==> src/rtl/seq_det_pkg.sv <==
// -----------------------------------------------------------------------------
// seq_det_pkg
// Shared types and helpers for the serial pattern detector.
//   - pat_t / len_t        : widest pattern and length containers
//   - seq_det_cfg_t        : active configuration (pattern, length, overlap)
//   - len_mask()           : low-'len' bit mask used by the compare logic
// -----------------------------------------------------------------------------
package seq_det_pkg;

   localparam int unsigned MAX_PAT_W = 64;
   localparam int unsigned MAX_LEN_W = 7;

   typedef logic [MAX_PAT_W-1:0] pat_t;
   typedef logic [MAX_LEN_W-1:0] len_t;

   typedef struct packed {
      pat_t pattern;
      len_t len;
      logic overlap;
   } seq_det_cfg_t;

   // Bit i of the mask is set for every i below len; built bit by bit so
   // len == MAX_PAT_W never overflows a shift.
   function automatic pat_t len_mask(input len_t len);
      pat_t mask;
      mask = {MAX_PAT_W{1'b0}};
      for (int i = 0; i < MAX_PAT_W; i++) begin
         mask[i] = (len_t'(i) < len);
      end
      return mask;
   endfunction

endpackage : seq_det_pkg

==> src/rtl/seq_det_sat_counter.sv <==
// -----------------------------------------------------------------------------
// seq_det_sat_counter
// Saturating up-counter with synchronous clear. Clear and increment in the
// same cycle leave the counter at 1 (the clearing cycle's event still counts).
// Ports:
//   clk_i   clock, rising edge
//   rst_ni  asynchronous active-low reset
//   inc_i   count one event
//   clr_i   synchronous clear
//   cnt_o   registered count, saturates at all-ones
// -----------------------------------------------------------------------------
module seq_det_sat_counter
   import seq_det_pkg::*;
#(
   parameter int unsigned CNT_W = 16
) (
   input  logic             clk_i,
   input  logic             rst_ni,
   input  logic             inc_i,
   input  logic             clr_i,
   output logic [CNT_W-1:0] cnt_o
);

   localparam logic [CNT_W-1:0] CNT_MAX  = {CNT_W{1'b1}};
   localparam logic [CNT_W-1:0] CNT_ZERO = {CNT_W{1'b0}};
   localparam logic [CNT_W-1:0] CNT_ONE  = CNT_W'(1'b1);

   logic [CNT_W-1:0] cnt_q;
   logic [CNT_W-1:0] cnt_d;

   // Next count: clear wins over increment, increment stops at the ceiling.
   always_comb begin
      cnt_d = cnt_q;
      if (clr_i) begin
         cnt_d = inc_i ? CNT_ONE : CNT_ZERO;
      end else if (inc_i && (cnt_q != CNT_MAX)) begin
         cnt_d = cnt_q + CNT_ONE;
      end else begin
         cnt_d = cnt_q;
      end
   end

   // Count register.
   always_ff @(posedge clk_i or negedge rst_ni) begin
      if (!rst_ni) begin
         cnt_q <= CNT_ZERO;
      end else begin
         cnt_q <= cnt_d;
      end
   end

   assign cnt_o = cnt_q;

endmodule : seq_det_sat_counter

==> src/rtl/seq_pattern_detector.sv <==
// -----------------------------------------------------------------------------
// seq_pattern_detector
// Runtime-configurable serial bit-pattern detector with a Mealy match output.
// Ports:
//   clk          clock, rising edge
//   aresetn      asynchronous active-low reset
//   in_valid     x carries a stream bit this cycle
//   x            serial data bit
//   cfg_load     load cfg_pattern/cfg_len/cfg_overlap, clears history
//   cfg_pattern  pattern, bit [len-1] oldest, bit [0] newest
//   cfg_len      pattern length (0 -> 1, above PAT_W -> PAT_W)
//   cfg_overlap  1 = overlapping matches, 0 = restart after a match
//   cnt_clr      synchronous clear of match_cnt
//   z            combinational match in the cycle of the last pattern bit
//   match_q      z registered on valid/load cycles, holds across bubbles
//   match_cnt    saturating match count
// -----------------------------------------------------------------------------
module seq_pattern_detector
   import seq_det_pkg::*;
#(
   parameter int unsigned          PAT_W   = 8,
   parameter int unsigned          CNT_W   = 16,
   parameter logic [PAT_W-1:0]     RST_PAT = PAT_W'(3'b101),
   parameter int unsigned          RST_LEN = 3,
   parameter logic                 RST_OVL = 1'b1
) (
   input  logic                       clk,
   input  logic                       aresetn,
   input  logic                       in_valid,
   input  logic                       x,
   input  logic                       cfg_load,
   input  logic [PAT_W-1:0]           cfg_pattern,
   input  logic [$clog2(PAT_W+1)-1:0] cfg_len,
   input  logic                       cfg_overlap,
   input  logic                       cnt_clr,
   output logic                       z,
   output logic                       match_q,
   output logic [CNT_W-1:0]           match_cnt
);

   localparam int unsigned LW = $clog2(PAT_W + 1);
   localparam int unsigned FW = $clog2(PAT_W);

   localparam logic [LW-1:0] LEN_MAX  = LW'(PAT_W);
   localparam logic [LW-1:0] LEN_ZERO = {LW{1'b0}};
   localparam logic [LW-1:0] LEN_ONE  = LW'(1'b1);
   localparam logic [FW-1:0] FILL_MAX = FW'(PAT_W - 1);
   localparam logic [FW-1:0] FILL_ONE = FW'(1'b1);

   localparam seq_det_cfg_t CFG_RST = '{
      pattern: pat_t'(RST_PAT),
      len:     len_t'(RST_LEN),
      overlap: RST_OVL
   };

   seq_det_cfg_t     cfg_q,   cfg_d;
   logic [PAT_W-2:0] hist_q,  hist_d;
   logic [FW-1:0]    fill_q,  fill_d;
   logic             match_d;

   logic [PAT_W-1:0] shift_s;
   logic [LW-1:0]    len_clamp_s;
   logic             fill_ok_s;
   logic             eq_s;
   logic             z_s;

   // History plus the incoming bit forms the compare window and the next history.
   assign shift_s = {hist_q, x};

   // Enough bits seen since the last restart to complete a pattern of len_r bits.
   assign fill_ok_s = (len_t'(fill_q) >= (cfg_q.len - len_t'(1'b1)));

   // Window and pattern agree on every bit inside the active length.
   assign eq_s = (((pat_t'(shift_s) ^ cfg_q.pattern) & len_mask(cfg_q.len)) == {MAX_PAT_W{1'b0}});

   assign z_s = in_valid & ~cfg_load & fill_ok_s & eq_s;
   assign z   = z_s;

   // Length clamp applied to a configuration load.
   always_comb begin
      len_clamp_s = cfg_len;
      if (cfg_len == LEN_ZERO) begin
         len_clamp_s = LEN_ONE;
      end else if (cfg_len > LEN_MAX) begin
         len_clamp_s = LEN_MAX;
      end else begin
         len_clamp_s = cfg_len;
      end
   end

   // Next state: config load first, then valid stream bits, bubbles hold.
   always_comb begin
      cfg_d   = cfg_q;
      hist_d  = hist_q;
      fill_d  = fill_q;
      match_d = match_q;
      if (cfg_load) begin
         cfg_d.pattern = pat_t'(cfg_pattern);
         cfg_d.len     = len_t'(len_clamp_s);
         cfg_d.overlap = cfg_overlap;
         hist_d        = {(PAT_W-1){1'b0}};
         fill_d        = {FW{1'b0}};
         match_d       = 1'b0;
      end else if (in_valid) begin
         hist_d  = shift_s[PAT_W-2:0];
         match_d = z_s;
         // A non-overlapping match restarts accumulation; history still shifts.
         if (z_s && !cfg_q.overlap) begin
            fill_d = {FW{1'b0}};
         end else if (fill_q == FILL_MAX) begin
            fill_d = fill_q;
         end else begin
            fill_d = fill_q + FILL_ONE;
         end
      end else begin
         hist_d  = hist_q;
         fill_d  = fill_q;
         match_d = match_q;
      end
   end

   // Configuration, history, fill and registered match.
   always_ff @(posedge clk or negedge aresetn) begin
      if (!aresetn) begin
         cfg_q   <= CFG_RST;
         hist_q  <= {(PAT_W-1){1'b0}};
         fill_q  <= {FW{1'b0}};
         match_q <= 1'b0;
      end else begin
         cfg_q   <= cfg_d;
         hist_q  <= hist_d;
         fill_q  <= fill_d;
         match_q <= match_d;
      end
   end

   seq_det_sat_counter #(
      .CNT_W (CNT_W)
   ) u_match_cnt (
      .clk_i  (clk),
      .rst_ni (aresetn),
      .inc_i  (z_s),
      .clr_i  (cnt_clr),
      .cnt_o  (match_cnt)
   );

endmodule : seq_pattern_detector

==> config.mk <==
export PLATFORM = sky130hd
export DESIGN_NAME = seq_pattern_detector
export DESIGN_NICKNAME = d
export VERILOG_FILES = /design/src/rtl/seq_det_pkg.sv /design/src/rtl/seq_det_sat_counter.sv /design/src/rtl/seq_pattern_detector.sv
export SDC_FILE = /design/constraint.sdc
export NUM_CORES = 1
export LEC_CHECK = 0
export ABC_AREA = 0
export BUFFER_PORTS_ARGS = -buffer_cell sky130_fd_sc_hd__buf_2
export CORE_AREA = 10 10 68 81
export CTS_BUF_LIST = sky130_fd_sc_hd__clkbuf_8
export DETAILED_ROUTE_END_ITERATION = 8
export DIE_AREA = 0 0 78 91
export PLACE_DENSITY = 0.88
export SYNTH_ARGS = -nofsm -noshare
export SYNTH_HDL_FRONTEND = slang
export SYNTH_SLANG_ARGS = --single-unit
==> constraint.sdc <==
create_clock -name clk -period 3.15 [get_ports clk]
set_input_delay 0.7875 -clock clk [delete_from_list [all_inputs] [get_ports clk]]
set_output_delay 0.7875 -clock clk [all_outputs]
set_load 0.01 [all_outputs]
Yosys cells after proc, flatten, opt, wreduce, memory -nomap -nowiden
Index checks and enable logic that the tools add are counted.

operators by class
  $add $sub $neg = 3
  magnitude comparators = 66
  eq/ne operators = 3
  multiplexer cells = 13
  bitwise operators = 6
  reduce and logical (&&, ||, !) cells = 8

operators with widths
  kind                                                                          count
  6-bit by 4-bit less-than comparator with 1-bit output (first input constant)  32
  5-bit by 4-bit less-than comparator with 1-bit output (first input constant)  16
  8-bit by 64-bit AND with 64-bit output                                        1
  64-bit logical NOT                                                            1
  4-bit less-than comparator (first input constant)                             8
  16-bit 2-to-1 mux                                                             2
  16-bit by 1-bit adder with 16-bit output (second input constant)              1
  3-bit by 4-bit less-than comparator with 1-bit output (first input constant)  4
  16-bit != test (second input constant)                                        1
  7-bit 2-to-1 mux                                                              2
  3-bit 2-to-1 mux                                                              4
  1-bit by 4-bit less-than comparator with 1-bit output (first input constant)  2
  2-bit by 4-bit less-than comparator with 1-bit output (first input constant)  2
  4-bit 2-to-1 mux                                                              2
  8-bit bitwise XOR                                                             1
  3-bit by 7-bit greater-or-equal comparator with 1-bit output                  1
  4-bit by 1-bit subtractor with 5-bit output (second input constant)           1
  4-bit greater-than comparator (second input constant)                         1
  4-bit logical NOT                                                             1
  2-bit nonzero test                                                            2
  3-bit by 1-bit adder with 3-bit output (second input constant)                1
  1-bit AND                                                                     3
  3-bit equality test (second input constant)                                   1
  1-bit 2-to-1 mux                                                              3
  5 further kinds                                                               6

word-level totals
  register bits = 40
  bits of input ports = 19

Logic depth before layout (Yosys ltp)
Gate-level depths: netlist of the first run.

  depth in word-level cells = 8
  mapped depth = 12
  gate-level depth less buffers = 11

Cells and area by module
Synthesis of the first run repeated with hierarchy kept, for this count alone.

second synthesis, totals
  cells, all modules = 225
  area total of the unflattened synthesis = 2277.2 µm²

modules (own cells, without submodules)
  module                instances  cells an instance  area an instance (µm²)  sequential area each (µm²)
  seq_pattern_detector  1          123                1317.5                  606.8
  seq_det_sat_counter   1          102                959.7                   400.4

Worst setup path before layout of the first run
No wires, ideal clock.

  path kind = input -> output
  from = input in_valid
  to = output z
  arrival time = 2096 ps
  data required time = 2362 ps
  setup slack = 267 ps
  stages on the path = 6
  cell sequence = clkbuf_1 > nand2b_1 > a221o_1 > a2111oi_4 > nand3_4 > inv_1

on the way
  cells in the longest elaborated chain, start to end = 3

RTL lines
  what                     line                        source
  from (decl)              seq_pattern_detector.sv:29  input logic in_valid,
  1-bit AND (3 in series)  seq_pattern_detector.sv:76  assign z_s = in_valid & ~cfg_load & fill_ok_s & eq_s;
  to (decl)                seq_pattern_detector.sv:36  output logic z,

No other way between the ends.

Final worst setup path of the first run
  from = register cfg_q[1] in the netlist's numbering
  to = output z

on the way
  cells in the longest elaborated chain, start to end = 4

RTL lines
  what                                                                                                                    line                                                    source
  from (decl)                                                                                                             seq_pattern_detector.sv:56                              seq_det_cfg_t cfg_q, cfg_d;
  from (signal assigned)                                                                                                  seq_pattern_detector.sv:130                             cfg_q <= cfg_d;
  4-bit by 1-bit subtractor with 5-bit output, or another cell as far along                                               seq_pattern_detector.sv:71                              assign fill_ok_s = (len_t'(fill_q) >= (cfg_q.len - len_t'(1'b1)));
  3-bit by 7-bit greater-or-equal comparator with 1-bit output or 8-bit by 64-bit AND with 64-bit output (tied branches)  seq_pattern_detector.sv:71, seq_pattern_detector.sv:74
  1-bit AND or 64-bit logical NOT (tied branches)                                                                         seq_pattern_detector.sv:76, seq_pattern_detector.sv:74
  1-bit AND (*)                                                                                                           seq_pattern_detector.sv:76

Every way passes the cells marked *; elsewhere a longest branch is shown, timed or not.

==> impl_metrics.tcl, run 1 <==
set metrics [dict create \
    drcViolationCount 0 \
    globalRoute.totalOverflow 0 \
    post_synth_xor_area_fraction_pct 3.94 \
    via_per_inst 5.78 \
    synth.yosys.warnings 0 \
    critPathArrivalTime_ns 2.25 \
    timing_worst_setup_path_type "reg2out" \
    p_sw_share_pct 25.3 \
    drt_initial_violations 92 \
    die_h_um 91 \
    die_w_um 78 \
    synthFlopType "dfrtp_1" \
    cp.required_ns 2.36 \
    period_minus_slack_ns 3.04 \
    cap_viol_max_count 0 \
    post_synth_mux_area_share_pct 9.58 \
    max_freq_ghz 0.329 \
    num_antenna_cells 0 \
    holdBufCountCts 0 \
    final_layout_size_suffix_gt1_share_pct 29.5 \
    detailedPlacementHpwl_um 3670 \
    htreeDepth 2 \
    fp.coreArea_mm2 0.00391 \
    run_status "finished clean" \
    max-slew-margin-rel_pct 41.2 \
    clock_latency_ns 0.30 \
    io_buffer_count 36 \
    fin_worst_hold_slack_ns 0.487 \
    worst_ir_drop_vdd_v 0.000297 \
    final-setup-viol-count 0 \
    floorplan.die_area_mm2 0.00710 \
    wire_length_of_the_first_global_routing_pass_um 8510 \
    routed-via-count 1780 \
    syn_nets 245 \
    ff2ff_path_depth 7 \
    final_min_period_over_clock_period_pct 96.4 \
    floorplan.initialDensity_pct 56.8 \
    totalWireLength_um 5190 \
    antenna_found_initial 0 \
    post_drt_wl_per_cell_um 16.9 \
    io-pin-count 37 \
    pwr-share-seq_pct 49.6 \
    synthCells 216 \
    setup_repair_after_global_routing_missed_its_margin "false" \
    totalNegativeSetupSlack_ns 0 \
    finish.net_count 282 \
    worst_pin_slew_ns 0.883 \
    p_int_uw 839 \
    async_flop_share_pct 100 \
    timing.critical_path.fanout_max 5 \
    combinational_family_with_the_most_area_after_synthesis "simple AND/OR/NAND/NOR gates" \
    synth.ff_latch_count 40 \
    total_leakage_power_uw 0.00117 \
    clock_edge_transition_at_the_registers_on_the_reported_setup_and_hold_paths_ns 0.08 \
    proportion_of_synthesized_chip_area_in_sequential_cells_pct 45.4 \
    synthSimpleGateAreaFrac_pct 18.1 \
    post-route-util_pct 66.0 \
    crit_path_end_kind "output port" \
    proportion_of_power_drawn_by_the_clock_network_pct 37.7 \
    synth.avg_cell_area_um2 10.3 \
    nature_of_the_critical_path_startpoint "flip-flop" \
    timing_max_transition_violations_final 0 \
    worstHoldPathType "reg2reg" \
    gp_routability_congestion 0.855 \
    final_hold_viol_count 0 \
    netlist_area_mm2 0.00222 \
    whs_path_depth 2 \
    route.antenna.remaining_nets 0 \
    tritoncts "done" \
    synth_adder_area_share_pct 5.63 \
    cts_root_buffer "clkbuf_8" \
    power.density_mw_per_mm2 436 \
    floorplan.rows 25 \
    synth_compound_area_share_pct 13.1 \
    vias_in_the_first_global_route 1804 \
    cts.sink_count 40 \
    n_fill_cell 323 \
    largest_net_degree_at_the_start_of_global_routing 41 \
    p_sw_uw 285 \
    fin_worst_skew_ns 0.00823 \
    grt_usage_pct 14.7 \
    detailed_routing_iteration_count_for_the_pre_antenna_repair_pass 4 \
    fraction_of_power_consumed_by_combinational_cells_pct 12.7 \
    cts_made_buffers 5 \
    ctsLongestPathBuffers 2 \
    layout_area_overhead_pct 16.1 \
    synth_enable_flop_cells 0 \
    synth.lib_cells_used.distinct 41 \
]
-- cells in the final DEF, fill, tap and decap left out, drive strengths merged, types with 2 or more instances in the layout --
cell | netlist | final
and2 | 2 | 2
o32ai | 2 | 2
nor3 | 2 | 2
clkbuf | 5 | 5
inv | 10 | 10
xor2 | 2 | 2
ha | 10 | 10
mux2i | 10 | 10
mux2 | 10 | 10
nor3b | 2 | 2
nand2 | 10 | 10
nor2 | 19 | 19
o31ai | 7 | 7
nand2b | 6 | 6
or4 | 7 | 7
or2 | 2 | 2
dfrtp | 35 | 35
or3 | 5 | 5
xnor2 | 8 | 8
buf | 6 | 41
dfstp | 5 | 5
o21ai | 6 | 6
o22ai | 4 | 4
nand3 | 12 | 12
nor4 | 2 | 2
a21oi | 16 | 16
a31o | 2 | 2
-- Yosys cell counts (all sizes together) (7+ instances only) --
cell type,instances,area [um^2]
nor2,19,71.3
xnor2,8,70.1
inv,10,37.5
mux2,10,113
or4,7,52.6
a21oi,16,80.1
nand3,12,72.6
o31ai,7,52.6
ha,10,125
nand2,10,37.5
mux2i,10,100
dfrtp,35,876
-- flip-flops by register name, summed over array words and instances, names as in the netlist --
name	cells
hist_q	7
match_q	1
cfg_q	13
u_match_cnt.cnt_o	16
fill_q	3
-- logic make-up (layout without fill, tap and decap cells) --
kind of cell | count (synthesis) | after routing
flops | 40 | 40
simple gates | 72 | 72
mux | 20 | 20
fa+ha+maj | 10 | 10
buf+inv | 21 | 59
xor+xnor | 10 | 10
compound gates | 43 | 43
-- worst paths after layout --
kind	startpoint	to	slack, ns
min in group asynchronous	aresetn	cfg_q[12]	0.60
max in group asynchronous	aresetn	u_match_cnt.cnt_o[14]	1.99
min reg2reg	match_q	match_q	0.49
max	cfg_q[1]	z	0.11
min	match_q	match_q	0.49
max reg2reg	cfg_q[3]	u_match_cnt.cnt_o[10]	0.53
-- critical path: stages, from the launching register on --
cell and delay, ns:
dfstp_2 0.56, inv_2 0.07, ha_1 0.30, ha_1 0.27, o21ai_1 0.12, a21oi_1 0.05, or2_2 0.29, nand3_4 0.09
inv_2 0.06, buf_2 0.14
-- stage by stage --
| stage | total power, uW | area (um^2) | worst slack, ns | instances |
|---|---|---|---|---|
| floorplan | 656 | 2220 | 0.267 | 216 |
| global placement | 692 | 2430 | 0.342 | 298 |
| detailed placement | 700 | 2430 | 0.288 | 298 |
| finish | 1120 | 2580 | 0.114 | 308 |
| global route | 1170 | 2580 | 0.00172 | 308 |
| CTS | 1130 | 2550 | 0.0215 | 307 |
-- metal layers --
metal	share of wire, %	GRT usage, %	routed length [um]	vias to the layer above
met5	0	0	0	-
met1	38	14.9	1980	864
met2	53	26.2	2770	58
met3	6.5	5.52	338	9
met4	2.1	5.99	109	0
li1	-	-	-	849
-- layout make-up --
cell class | instances | area (um^2) | area share [%]
timing repair buffer | 41 | 218 | 8.44
sequential | 40 | 1010 | 39.1
clock inverter | 3 | 42.5 | 1.65
multi-input combinational | 155 | 1140 | 44.1
inverter | 10 | 37.5 | 1.46
tap | 54 | 67.6 | 2.62
clock buffer | 5 | 68.8 | 2.67
-- power by group through the flow --
stage               sequential (uW)  combinational [uW]  clock (uW)
floorplan                       561                95.2           0
CTS                             557                 137         431
finish                          558                 142         423
global placement                566                 126           0
detailed placement              567                 133           0
global route                    561                 157         453
-- timing repair --
item,CTS,global route
setup endpoints to repair,1,1
pin swaps,1,1
resized for setup,2,5
buffers inserted,1,1
Power figures use the tool's default switching activity.
==> inputs of run 2 (changes only) <==
--- a/config.mk
+++ b/config.mk
@@ -12,6 +12,7 @@
 export DETAILED_ROUTE_END_ITERATION = 8
 export DIE_AREA = 0 0 78 91
 export PLACE_DENSITY = 0.88
+export SLEW_MARGIN = 20
 export SYNTH_ARGS = -nofsm -noshare
 export SYNTH_HDL_FRONTEND = slang
 export SYNTH_SLANG_ARGS = --single-unit
==> constraint.sdc (replaced) <==
create_clock -name clk -period 3.15 [get_ports clk]
set_input_delay 0.4725 -clock clk [delete_from_list [all_inputs] [get_ports clk]]
set_output_delay 0.4725 -clock clk [all_outputs]
set_load 0.01 [all_outputs]
==> impl_metrics.tcl, run 2 (synthesized netlist as in run 1, its figures left out) <==
set metrics [dict create \
    final_hold_viol_count 0 \
    timing_worst_setup_path_type "reg2out" \
    htreeDepth 2 \
    crit_slowest_cell "dfstp_2" \
    nature_of_the_critical_path_startpoint "flip-flop" \
    io-pin-count 37 \
    place_inst 296 \
    clock_edge_transition_at_the_registers_on_the_reported_setup_and_hold_paths_ns 0.08 \
    worst_ir_drop_vdd_v 0.000244 \
    finish.net_count 280 \
    family_with_the_most_delay_on_the_worst_path "flip-flops" \
    period_minus_slack_ns 2.91 \
    fp.coreArea_mm2 0.00391 \
    num_antenna_cells 0 \
    drcViolationCount 0 \
    globalRoute.totalOverflow 0 \
    final_min_period_over_clock_period_pct 92.3 \
    layout_common_cells "buf_2, dfrtp_1, nor2_1" \
    n_fill_cell 308 \
    critPathArrivalTime_ns 2.43 \
    max_freq_ghz 0.344 \
    gp_routability_congestion 0.897 \
    total_leakage_power_uw 0.00116 \
    crit_buf_inv 3 \
    setup_repair_after_global_routing_missed_its_margin "false" \
    max-slew-margin-rel_pct 41.0 \
    totalWireLength_um 4870 \
    layout_area_overhead_pct 14.5 \
    io_buffer_count 36 \
    via_per_inst 5.68 \
    cpPeakStageDelay_ns 0.56 \
    largest_reg_flops 16 \
    cp_cell_sequence "inv_1, ha_1, ha_1, o21ai_0, a21oi_1, or2_2, nand3_4, inv_1, buf_2" \
    cp.required_ns 2.68 \
    floorplan.die_area_mm2 0.00710 \
    vias_in_the_first_global_route 1749 \
    drt_initial_violations 159 \
    floorplan.rows 25 \
    final_cells 306 \
    leading_cell_type_in_the_layout_fill_and_taps_excluded "buf_2" \
    worstHoldPathType "in2async" \
    detailedPlacementHpwl_um 3450 \
    die_h_um 91 \
    crit_path_end_kind "output port" \
    cap_viol_max_count 0 \
    totalNegativeSetupSlack_ns 0 \
    wire_length_of_the_first_global_routing_pass_um 8150 \
    final-setup-viol-count 0 \
    antenna_found_initial 0 \
    holdBufCountCts 0 \
    cts.sink_count 40 \
    clock_latency_ns 0.29 \
    die_w_um 78 \
    timing_max_transition_violations_final 0 \
    floorplan.initialDensity_pct 56.8 \
    cts_root_buffer "clkbuf_8" \
    run_status "finished clean" \
    post_drt_wl_per_cell_um 15.9 \
    ctsLongestPathBuffers 2 \
    routed-via-count 1739 \
    worst_pin_slew_ns 0.884 \
    grt_usage_pct 13.9 \
    tritoncts "done" \
    timing.critical_path.fanout_max 6 \
    cts_made_buffers 5 \
    largest_net_degree_at_the_start_of_global_routing 41 \
    detailed_routing_iteration_count_for_the_pre_antenna_repair_pass 5 \
    power.density_mw_per_mm2 433 \
    route.antenna.remaining_nets 0 \
    post-layout-total-power_uw 1100 \
    final_layout_size_suffix_gt1_share_pct 26.6 \
    fin_worst_skew_ns 0.00736 \
]
## run 2: through the flow
step | instance area [um^2] | hold slack [ns] | util (%) | setup slack, ns
2_1_floorplan | 2220 | 0.177 | - | 0.668
6_report | 2540 | 0.283 | 65.0 | 0.243
3_5_place_dp | 2420 | 0.481 | 61.8 | 0.399
5_1_grt | 2540 | 0.355 | 65.0 | 0.0501
3_3_place_gp | 2420 | 0.462 | 61.8 | 0.514
4_1_cts | 2520 | 0.328 | 64.6 | 0.0660
## run 2: worst paths after layout
path | from | to | slack (ns) | depth (start not counted)
min | aresetn | hist_q[0] | 0.28 | 1
min in group clk | cfg_len[3] | cfg_q[3] | 0.40 | 2
max reg2reg | cfg_q[1] | u_match_cnt.cnt_o[6] | 0.38 | 7
min reg2reg | match_q | match_q | 0.49 | 2
max in group asynchronous | aresetn | cfg_q[12] | 2.29 | 1
max | cfg_q[1] | z | 0.24 | 9
## run 2: what timing repair did
action | 4_1_cts | 5_1_grt
resized for setup | 0 | 0
setup buffers | 0 | 1
setup endpoints to repair | 0 | 1
## run 2: report_power, final
part	switching [uW]	leakage [uW]	internal, uW
sequential	18.8	0.000523	538
clock	177	0.0000593	232
combinational	74.9	0.000579	59.8
## run 2: layout make-up
type,count,area (um^2),share of cell area (%)
Inverter,10,37.5,1.48
Clock buffer,5,68.8,2.71
Sequential cell,40,1010,39.6
Multi-Input combinational cell,156,1130,44.3
Tap cell,54,67.6,2.66
Timing Repair Buffer,38,195,7.68
Clock inverter,3,38.8,1.53
## run 2: metal layers
| metal | global-route usage (%) | up-vias | part of all wire (%) |
|---|---|---|---|
| met1 | 16.2 | 826 | 40 |
| met5 | 0 | - | 0 |
| li1 | - | 843 | - |
| met4 | 5.84 | 0 | 2.4 |
| met3 | 5.03 | 11 | 6.6 |
| met2 | 22.6 | 59 | 51 |
## run 2: worst register-to-register path: cells and delay by family, from the launching register on
kind / cells / cell delay [ns]
adder cells (fa/ha/maj): 1 / 0.24
buffers and inverters: 1 / 0.09
flip-flops: 1 / 0.56
AND/OR/NAND/NOR: 2 / 0.94
AO/OA/AOI/OAI: 3 / 0.87
